$ cat config.mk
export PLATFORM = sky130hd
export DESIGN_NAME = ps2_host_tx
export DESIGN_NICKNAME = d
export VERILOG_FILES = /design/src/rtl/ps2_pkg.sv /design/src/rtl/ps2_line_sync.sv /design/src/rtl/ps2_host_tx.sv
export SDC_FILE = /design/constraint.sdc
export NUM_CORES = 1
export LEC_CHECK = 0
export ABC_AREA = 0
export CAP_MARGIN = 20
export CORE_ASPECT_RATIO = 0.6
export CORE_MARGIN = 2
export CORE_UTILIZATION = 30
export DETAILED_ROUTE_END_ITERATION = 10
export HOLD_SLACK_MARGIN = 0.1
export MAX_ROUTING_LAYER = met4
export PLACE_DENSITY = 0.5
export SYNTH_ARGS = -nofsm -noshare
export SYNTH_HDL_FRONTEND = slang
export SYNTH_HIERARCHICAL = 1
export SYNTH_SLANG_ARGS = --single-unit
$ cat constraint.sdc
create_clock -name iClk -period 4.5 [get_ports iClk]
set_clock_uncertainty 0.2 [all_clocks]
set_input_delay 0.9 -clock iClk [delete_from_list [all_inputs] [get_ports iClk]]
set_output_delay 0.9 -clock iClk [all_outputs]
set_load 0.1 [all_outputs]
$ cat src/rtl/ps2_pkg.sv
// Shared PS/2 definitions: FSM states, frame layout, command bytes, parity helper.
package ps2_pkg;

  // Start + 8 data + parity + stop.
  localparam int unsigned PS2_FRAME_LEN   = 11;
  // Bits shifted by the host after the start bit: data, parity, stop.
  localparam int unsigned PS2_PAYLOAD_LEN = PS2_FRAME_LEN - 1;

  localparam logic [7:0] PS2_CMD_SET_LED = 8'hED;
  localparam logic [7:0] PS2_CMD_RESET   = 8'hFF;

  typedef enum logic [2:0] {
    ST_IDLE,
    ST_INHIBIT,
    ST_START,
    ST_SHIFT,
    ST_ACK,
    ST_WAIT_IDLE
  } ps2_state_t;

  // Host-to-device payload, LSB (data[0]) shifted first.
  typedef struct packed {
    logic       stop;
    logic       parity;
    logic [7:0] data;
  } ps2_frame_t;

  // Odd parity: the parity bit makes the total count of ones odd.
  function automatic logic odd_parity(input logic [7:0] d);
    return ~^d;
  endfunction

endpackage

$ cat src/rtl/ps2_line_sync.sv
// Two-flop synchronizer for one PS/2 pad line plus falling-edge detect.
module ps2_line_sync (
  input  logic clk,
  input  logic reset,
  input  logic line,
  output logic level,
  output logic fall_c
);

  logic meta;
  logic prev;

  // Resync the pad and keep one cycle of history; idle bus level is high.
  always_ff @(posedge clk) begin
    if (reset) begin
      meta  <= 1'b1;
      level <= 1'b1;
      prev  <= 1'b1;
    end else begin
      meta  <= line;
      level <= meta;
      prev  <= level;
    end
  end

  assign fall_c = prev & ~level;

endmodule

$ cat src/rtl/ps2_host_tx.sv
// PS/2 host-to-device transmitter: inhibit, start, shift byte, check acknowledge.
module ps2_host_tx
  import ps2_pkg::*;
#(
  parameter int unsigned CLK_HZ     = 100_000_000,
  parameter int unsigned INHIBIT_US = 100,
  parameter int unsigned TIMEOUT_US = 15_000
) (
  input  logic       iClk,
  input  logic       iReset,
  input  logic       iSend,
  input  logic [7:0] iData,
  input  logic       iPs2_Clk,
  input  logic       iPs2_Data,
  output logic       oPs2_Clk_Oe,
  output logic       oPs2_Data_Oe,
  output logic       oBusy,
  output logic       oDone,
  output logic       oError
);

  localparam int unsigned INHIBIT_CYCLES = CLK_HZ / 1_000_000 * INHIBIT_US;
  localparam int unsigned TIMEOUT_CYCLES = CLK_HZ / 1_000_000 * TIMEOUT_US;
  localparam int unsigned CNT_MAX  = (INHIBIT_CYCLES > TIMEOUT_CYCLES) ? INHIBIT_CYCLES
                                                                       : TIMEOUT_CYCLES;
  localparam int unsigned CNT_W    = $clog2(CNT_MAX + 1);
  localparam int unsigned IDX_W    = $clog2(PS2_PAYLOAD_LEN);
  localparam int unsigned LAST_IDX = PS2_PAYLOAD_LEN - 1;

  ps2_state_t                 state;
  ps2_state_t                 next_state;
  ps2_frame_t                 frame;
  logic [PS2_PAYLOAD_LEN-1:0] frame_bits;
  logic [CNT_W-1:0]           cnt;
  logic [IDX_W-1:0]           idx;
  logic                       nack;

  logic clk_level;
  logic clk_fall;
  logic data_level;
  logic unused_data_fall;

  logic inhibit_done;
  logic timeout_hit;
  logic lines_idle;

  logic clk_oe_d;
  logic data_oe_d;
  logic busy_d;
  logic done_d;
  logic error_d;

  ps2_line_sync u_clk_sync (
    .clk    (iClk),
    .reset  (iReset),
    .line   (iPs2_Clk),
    .level  (clk_level),
    .fall_c (clk_fall)
  );

  ps2_line_sync u_data_sync (
    .clk    (iClk),
    .reset  (iReset),
    .line   (iPs2_Data),
    .level  (data_level),
    .fall_c (unused_data_fall)
  );

  assign frame_bits   = frame;
  assign inhibit_done = (cnt == CNT_W'(INHIBIT_CYCLES - 1));
  assign timeout_hit  = ((state == ST_SHIFT) || (state == ST_ACK)) &&
                        (cnt == CNT_W'(TIMEOUT_CYCLES - 1));
  assign lines_idle   = clk_level & data_level;

  // State register.
  always_ff @(posedge iClk) begin
    if (iReset) state <= ST_IDLE;
    else        state <= next_state;
  end

  // Next-state logic; timeout wins over a coincident clock edge.
  always_comb begin
    next_state = state;
    case (state)
      ST_IDLE:      if (iSend) next_state = ST_INHIBIT;
      ST_INHIBIT:   if (inhibit_done) next_state = ST_START;
      ST_START:     next_state = ST_SHIFT;
      ST_SHIFT: begin
        if (timeout_hit)                                 next_state = ST_IDLE;
        else if (clk_fall && (idx == IDX_W'(LAST_IDX)))  next_state = ST_ACK;
      end
      ST_ACK: begin
        if (timeout_hit)   next_state = ST_IDLE;
        else if (clk_fall) next_state = ST_WAIT_IDLE;
      end
      ST_WAIT_IDLE: if (lines_idle) next_state = ST_IDLE;
      default:      next_state = ST_IDLE;
    endcase
  end

  // Next values of the registered outputs.
  always_comb begin
    clk_oe_d  = 1'b0;
    data_oe_d = oPs2_Data_Oe;
    busy_d    = (next_state != ST_IDLE);
    done_d    = 1'b0;
    error_d   = oError;
    case (state)
      ST_IDLE: begin
        data_oe_d = 1'b0;
        if (iSend) begin
          clk_oe_d = 1'b1;
          error_d  = 1'b0;
        end
      end
      ST_INHIBIT: begin
        clk_oe_d  = 1'b1;
        data_oe_d = inhibit_done;
      end
      ST_START: data_oe_d = 1'b1;
      ST_SHIFT, ST_ACK: begin
        if (timeout_hit) begin
          data_oe_d = 1'b0;
          done_d    = 1'b1;
          error_d   = 1'b1;
        end else if (clk_fall && (state == ST_SHIFT)) begin
          data_oe_d = ~frame_bits[idx];
        end
      end
      ST_WAIT_IDLE: begin
        data_oe_d = 1'b0;
        if (lines_idle) begin
          done_d  = 1'b1;
          error_d = nack;
        end
      end
      default: data_oe_d = 1'b0;
    endcase
  end

  // Output registers.
  always_ff @(posedge iClk) begin
    if (iReset) begin
      oPs2_Clk_Oe  <= 1'b0;
      oPs2_Data_Oe <= 1'b0;
      oBusy        <= 1'b0;
      oDone        <= 1'b0;
      oError       <= 1'b0;
    end else begin
      oPs2_Clk_Oe  <= clk_oe_d;
      oPs2_Data_Oe <= data_oe_d;
      oBusy        <= busy_d;
      oDone        <= done_d;
      oError       <= error_d;
    end
  end

  // Datapath: byte capture, shared inhibit/timeout counter, bit index, ack sample.
  always_ff @(posedge iClk) begin
    if (iReset) begin
      frame <= '0;
      cnt   <= '0;
      idx   <= '0;
      nack  <= 1'b0;
    end else begin
      if ((state == ST_IDLE) && iSend) begin
        frame <= '{stop: 1'b1, parity: odd_parity(iData), data: iData};
        nack  <= 1'b0;
      end
      case (state)
        ST_INHIBIT:       cnt <= inhibit_done ? '0 : cnt + CNT_W'(1);
        ST_SHIFT, ST_ACK: cnt <= (cnt == CNT_W'(TIMEOUT_CYCLES - 1)) ? cnt : cnt + CNT_W'(1);
        default:          cnt <= '0;
      endcase
      if (state == ST_START) begin
        idx <= '0;
      end else if ((state == ST_SHIFT) && clk_fall && (idx != IDX_W'(LAST_IDX))) begin
        idx <= idx + IDX_W'(1);
      end
      if ((state == ST_ACK) && clk_fall) nack <= data_level;
    end
  end

endmodule

### After elaboration in Yosys (flattened, before gate mapping)

Cells that the tools add are included.

| storage, ports and cells | value |
|---|---|
| logic and storage cells | 80 |
| output and inout bits | 5 |
| input bits | 13 |
| register bits after elaboration | 49 |

| cells by class | value |
|---|---|
| order comparisons | 1 |
| eq/ne operators | 14 |
| bitwise gates (word level) | 4 |
| reductions and logical operators | 15 |
| muxes and demuxes | 27 |
| add/subtract/negate cells | 2 |

Operator list:

| operator | number |
|---|---|
| 21-bit 2-to-1 mux | 2 |
| 21-bit case mux with 2 select lines | 1 |
| 21-bit by 1-bit adder with 21-bit output, second input constant | 1 |
| 21-bit by 14-bit equality test with 1-bit output, second input constant | 1 |
| 21-bit equality test, second input constant | 1 |
| 3-bit 2-to-1 mux | 7 |
| 3-bit case mux with 6 select lines | 1 |
| 1-bit 2-to-1 mux | 11 |
| 2-bit inequality test, second input constant | 4 |
| 8-bit XNOR reduction | 1 |
| 3-bit by 2-bit equality test with 1-bit output, second input constant | 2 |
| 3-bit equality test, second input constant | 2 |
| 1-bit logical AND | 6 |
| 1-bit case mux with 3 select lines | 2 |
| 3-bit nonzero test | 2 |
| 4-bit by 5-bit < comparator with 1-bit output, second input constant | 1 |
| 4-bit by 1-bit adder with 4-bit output, second input constant | 1 |
| 1-bit binary-select mux with 4-bit select | 1 |
| 4-bit equality test, second input constant | 1 |
| 4-bit inequality test, second input constant | 1 |
| 1-bit case mux with 2 select lines | 2 |
| 4-bit AND reduction | 1 |
| 2-bit OR reduction | 2 |
| 3-bit by 1-bit equality test with 1-bit output, second input constant | 1 |
| 6 further kinds | 8 |

### Depth between registers and ports, before layout

Gate-level depths: netlist (run 1).

| depth | value |
|---|---|
| depth in word-level cells | 7 |
| mapped depth | 9 |
| mapped depth without buffers | 8 |

### Cells and area by module

Netlist (run 1), hierarchy kept.

By module, submodules not included:

| module | seq. area each (um^2) | instances | area each (um^2) | cells each |
|---|---|---|---|---|
| ps2_host_tx | 880.8 | 1 | 2222.1 | 272 |
| ps2_line_sync | 60.1 | 2 | 85.1 | 7 |

### Least setup slack after synthesis (run 1)

No wires, ideal clock.

| timing | value |
|---|---|
| path kind | register to register |
| from | register cnt[7] |
| to | register oBusy |
| setup slack | 2.247 ns |
| period minus slack after synthesis | 2.253 ns |
| arrival | 1.926 ns |
| library setup time | 0.127 ns |
| path buffers | 1 |
| data required time | 4.173 ns |
| stages on the path, launching flop included | 7 |
| cell sequence | dfxtp_1 or4_4 nor4_4 and4b_1 buf_6 o32ai_2 or3_1 |

| between the ends | value |
|---|---|
| cells in the longest elaborated chain, start to end | 5 |
| elaborated cells on any way between the ends | 8 |
| classes of those cells | 2 x eq/ne; 4 x mux; 2 x reduce/logical |

Ends and longest elaborated chain:

| item | line | text |
|---|---|---|
| start: declaration | ps2_host_tx.sv:34 | `logic [CNT_W-1:0] cnt;` |
| start signal: assignment | ps2_host_tx.sv:171 | `ST_INHIBIT: cnt <= inhibit_done ? '0 : cnt + CNT_W'(1);` |
| start signal: assignment | ps2_host_tx.sv:172 | `ST_SHIFT, ST_ACK: cnt <= (cnt == CNT_W'(TIMEOUT_CYCLES - 1)) ? cnt : cnt + CNT_W'(1);` |
| 21-bit equality test | ps2_host_tx.sv:72 | `(cnt == CNT_W'(TIMEOUT_CYCLES - 1));` |
| 1-bit logical AND | ps2_host_tx.sv:71 | `assign timeout_hit = ((state == ST_SHIFT) \|\| (state == ST_ACK)) &&` |
| 3-bit 2-to-1 mux, on equally long branches | ps2_host_tx.sv:93, ps2_host_tx.sv:89 |  |
| 3-bit case mux with 6 select lines (*) | ps2_host_tx.sv:84 | `case (state)` |
| 3-bit nonzero test (*) | ps2_host_tx.sv:105 | `busy_d = (next_state != ST_IDLE);` |
| end signal: assignment | ps2_host_tx.sv:152 | `oBusy <= busy_d;` |
| end: declaration | ps2_host_tx.sv:17 | `output logic oBusy,` |

Every way passes the cells marked *; elsewhere a longest branch is shown, timed or not.
A chain may end at the register's enable or synchronous reset.

### Worst setup path after layout (run 1)

| timing | value |
|---|---|
| from | register oPs2_Data_Oe |
| to | output port oPs2_Data_Oe |

RTL lines:

| item | line | text |
|---|---|---|
| start: declaration | ps2_host_tx.sv:16 | `output logic oPs2_Data_Oe,` |
| start signal: assignment | ps2_host_tx.sv:151 | `oPs2_Data_Oe <= data_oe_d;` |

No word-level cell between the ends.

==> results of run 1 <==
-- layout by cell type (no fill, tap or decap), drive strengths merged, types with 2 or more instances in the layout --
cell           count
a21oi             22
a31oi              2
and3               4
clkbuf             6
clkdlybuf4s50     17
dfxtp             49
ha                 3
inv                5
mux2               2
mux4               2
nand2             38
nand2b             3
nand3             16
nand4              4
nor2              47
nor2b              3
nor3               4
nor3b              2
nor4               4
o21ai              7
or2                8
or3                4
or4                2
xnor2             19
xor2               8
-- state kept, by name, summed over array words and instances (netlist names) --
name and cells:
oError 1, u_clk_sync/prev 1, oDone 1, u_clk_sync/meta 1
cnt 21, idx 4, u_clk_sync/level 1, oBusy 1
nack 1, oPs2_Data_Oe 1, u_data_sync/meta 1, oPs2_Clk_Oe 1
frame 10, state 3, u_data_sync/level 1
-- per-layer routing --
layer  up-vias  routed length (um)  track usage (%)
met5         -                   0                -
met4         0                  93             5.56
met3         8                 349             3.52
met2        39                1720             15.2
met1       856                3000             20.9
li1        998                   -                -
-- report_power, final --
part           internal, mW  switching (mW)  leakage, nW  total, mW
sequential            0.446         0.00824        0.399      0.454
combinational        0.0358          0.0490        0.452     0.0849
clock                 0.258           0.158       0.0797      0.416
-- worst paths after layout --
| check | start | to | slack (ps) | cells after the start |
|---|---|---|---|---|
| worst min register to register | u_clk_sync/meta | u_clk_sync/level | 210 | 1 |
| worst max register to register | state[2] | oBusy | 1750 | 5 |
| worst min-delay path | u_clk_sync/meta | u_clk_sync/level | 210 | 1 |
| worst max-delay path | oPs2_Data_Oe | oPs2_Data_Oe | 1640 | 1 |
-- metrics by stage --
stage,worst slack [ps],total power [mW],area [um2]
floorplan,2250,0.521,2360
global placement,1650,0.548,2600
detailed placement,1530,0.548,2600
CTS,1630,0.966,2760
global route,1540,0.992,2770
finish,1640,0.954,2770
-- layout make-up --
type | count | area [um2] | area share, %
Timing Repair Buffer | 19 | 185 | 6.69
Inverter | 5 | 18.8 | 0.678
Tap cell | 104 | 130 | 4.70
Sequential cell | 49 | 981 | 35.4
Clock buffer | 5 | 125 | 4.52
Multi-Input combinational cell | 218 | 1290 | 46.7
Clock inverter | 2 | 35.0 | 1.27
==> out/results.ini, run 1 <==
[placement]
io_buffers = 17
place_inst = 394
gp_congestion = 0.852
dp_hpwl_um = 3840

[final_layout]
layout-drive-gt1-share_pct = 7.38
stdcell_count = 402
syn_to_final_growth_pct = 17.3
nets = 314
fin_util_pct = 37.2
antenna_cells = 0
n_fill_cell = 775

[sta]
worst_slew_pin_slew_ps = 980
hold_violations = 0
slew_violations = 0
max_slew_margin_pct = 34.4
holdWs_ps = 209
rsz0062_at_grt = no
setup_tns_ps = 0
fmax_ghz = 0.350
period_share_pct = 63.5
setup_viol = 0
final_period_minus_worst_setup_slack_ps = 2860

[global_route]
grt_remaining_overflow = 0
grt_pass1_wl_um = 8600
grt_usage_pct = 13.4
antenna_found_initial = 0
grt_pass1_vias = 1689
grt_max_degree = 20

[clock_tree]
clock_path_buffers = 2
ctsHoldBuffers = 0
root_buffer = clkbuf_16
path_clk_slew_ps = 60
h-tree-depth = 2
cts_tree = built
clkLatencyLatePin_ps = 290
cts_setup_buffers = 0
ctsResizeCount = 0
cts.sinks = 49
cts_made_buffers = 5

[job]
max_cap_viol_count = 0

[min_path]
hold_path_class = reg2reg

[synth]
postSynthCellCount = 283
synth_area_um2 = 2360
yosysWarnings = 6
syn_area_per_cell_um2 = 8.34
synth_nets = 299

[die]
ios = 18
design.core.area_um2 = 7450
die_area_um2 = 8610
start_util_pct = 31.7
dieHeight_um = 72.7
fp.dieW_um = 119
rows = 24

[detailed_routing]
vias = 1901
drc = 0
drtAntennaViolNets = 0
dr.pass1.iters = 4
drt_iter0_markers = 131
viasPerCell = 4.73
wirelength_um = 5160
wl_per_cell_um = 12.8

[worst_setup_path]
slowest_delay_ps = 1130
crit_path_start_kind = register
crit_family = buffers and inverters
end_kind = output pin
crit_arrival_ps = 1760
critPathBufInv = 1
critPathKind = reg2out
critPathRequiredTime_ps = 3400
slowest_stage = clkdlybuf4s50_1
crit_path_max_fanout = 2
crit_chain = clkdlybuf4s50_1

[outcome]
outcome = finished clean

[power_and_ir_drop]
peakVddDrop_mv = 0.131
power_density_nw_per_um2 = 345
p_leak_nw = 0.930

Note: power is estimated with default switching activity, not from simulation.
==> run 2, diff against run 1 <==
- clock period: 4.5 -> 2.8 ns (I/O delays scaled with it)
==> run 2 against run 1 <==
Against the previous run: non-clock buffer count up 1; register-to-register slack got worse by 1400 ps; wire length fell by 1.5%; setup slack got worse by 1300 ps; total power increased by 65%; sequential cell count stayed put; sequential share of layout area down 0.096 points; cell count up 0.50%; hold slack got worse by 3.0 ps; sequential power is 60% higher; via count shrank 0.79%; combinational power increased by 59%; largest power group unchanged.
==> out/results.ini, run 2 (synthesis results as in run 1) <==
[die]
die_area_um2 = 8610
design.core.area_um2 = 7450
dieHeight_um = 72.7
ios = 18
rows = 24
start_util_pct = 31.7
fp.dieW_um = 119

[clock_tree]
clock_path_buffers = 2
ctsResizeCount = 0
cts_tree = built
ctsHoldBuffers = 0
path_clk_slew_ps = 70
h-tree-depth = 2
cts_made_buffers = 5
root_buffer = clkbuf_16
cts_setup_buffers = 0
cts.sinks = 49
clkLatencyLatePin_ps = 300

[final_layout]
n_fill_cell = 782
final_cell_mix = dfxtp_1, nor2_1, nand2_1, a21oi_1, xnor2_1
top_register = cnt
layout-drive-gt1-share_pct = 9.67
nets = 315
fin_util_pct = 37.3
layout_commonest_cell = dfxtp_1
reg_top3 = cnt (21), frame (10), idx (4)
largest_reg_flops = 21
antenna_cells = 0
syn_to_final_growth_pct = 17.6
design_area_um2 = 2780

[detailed_routing]
dr.pass1.iters = 4
vias = 1886
wirelength_um = 5080
drtAntennaViolNets = 0
drt_iter0_markers = 127
wl_per_cell_um = 12.6
drc = 0
viasPerCell = 4.67

[global_route]
grt-busiest-layer = met1
grt_pass1_wl_um = 8930
use_met2_pct = 15.7
use_met3_pct = 2.97
grt_max_degree = 20
grt_pass1_vias = 1758
antenna_found_initial = 0
grt_usage_pct = 13.5
use_met1_pct = 21.5
grt_remaining_overflow = 0

[sta]
holdWs_ps = 206
max_slew_margin_pct = 65.0
hold_violations = 0
fmax_ghz = 0.409
setup_tns_ps = 0
rsz0062_at_grt = no
worst_slew_pin_slew_ps = 523
setup_viol = 0
final_period_minus_worst_setup_slack_ps = 2450
period_share_pct = 87.4
slew_violations = 0

[placement]
io_buffers = 17
dp_hpwl_um = 3780
place_area_um2 = 2600
gp_congestion = 0.871

[power_and_ir_drop]
clockPowerShare_pct = 45.2
p_int_mw = 1.20
power_density_nw_per_um2 = 567
switchingPower_uw = 374
pwr-share-seq_pct = 46.2
p_leak_nw = 0.950
peakVddDrop_mv = 0.214
p_sw_share_pct = 23.8
p_total_mw = 1.57
comb_power_share_pct = 8.6

[min_path]
hold_path_class = reg2reg

[worst_setup_path]
crit_path_max_fanout = 8
end_kind = register
cp-endpoint = oBusy
rrSetupSlack_ps = 350
crit_path_start_kind = register
crit_arrival_ps = 2430
reg2reg_depth = 5
timing.rr.start = cnt[7]
critPathKind = reg2reg
cp-startpoint = cnt[7]
critPathRequiredTime_ps = 2780
r2r_end = oBusy

[outcome]
outcome = finished clean

[job]
max_cap_viol_count = 0

## run 2: cell types whose count changed in the layout (fill, tap and decap cells not counted)
cell,previous run,this run
buf_4,1,8
clkdlybuf4s50_1,17,12
inv_6,0,2
clkbuf_4,1,0
clkinv_2,1,0
## run 2: layout make-up
| class | instances | area (um2) | share of cell area (%) |
|---|---|---|---|
| clock buffers | 5 | 125 | 4.51 |
| clock inverters | 3 | 47.5 | 1.71 |
| inverters | 5 | 18.8 | 0.676 |
| multi-input cells | 218 | 1290 | 46.6 |
| flip-flops and latches | 49 | 981 | 35.3 |
| well taps | 104 | 130 | 4.69 |
| repair buffers | 20 | 180 | 6.49 |
## run 2: stage by stage
stage	setup WS (ps)	instances
floorplan	547	283
global placement	376	396
detailed placement	359	396
CTS	347	404
global route	215	404
finish	354	404
## run 2: worst min path at each step
stage / start / endpoint / slack (ps) / cells after the start
final: u_clk_sync/meta / u_clk_sync/level / 210 / 1
after global routing: u_clk_sync/meta / u_clk_sync/level / 230 / 1
after CTS: u_clk_sync/meta / u_clk_sync/level / 210 / 1
after detailed placement: u_clk_sync/meta / u_clk_sync/level / 190 / 1
after global placement: u_clk_sync/meta / u_clk_sync/level / 190 / 1
after floorplan: u_clk_sync/meta / u_clk_sync/level / 180 / 1
## run 2: power groups by stage
stage               combinational [mW]  clock, mW  sequential (mW)
floorplan                       0.0732          0            0.764
global placement                 0.135          0            0.745
detailed placement               0.134          0            0.744
CTS                              0.135      0.722            0.728
global route                     0.149      0.763            0.731
finish                           0.135      0.711            0.728
## run 2: worst max-delay path: stages (launching register included)
cell and delay [ps]:
dfxtp_1 350, or4_4 570, nor4_4 290, and4b_1 410, o32ai_2 140, or3_1 370
## run 2: metal layers
metal | wire (um) | up-vias | share of wire [%]
met3 | 206 | 2 | 4.1
met4 | 25 | 0 | 0.49
met5 | 0 | - | 0
li1 | - | 996 | -
met2 | 1670 | 37 | 33
met1 | 3180 | 851 | 63
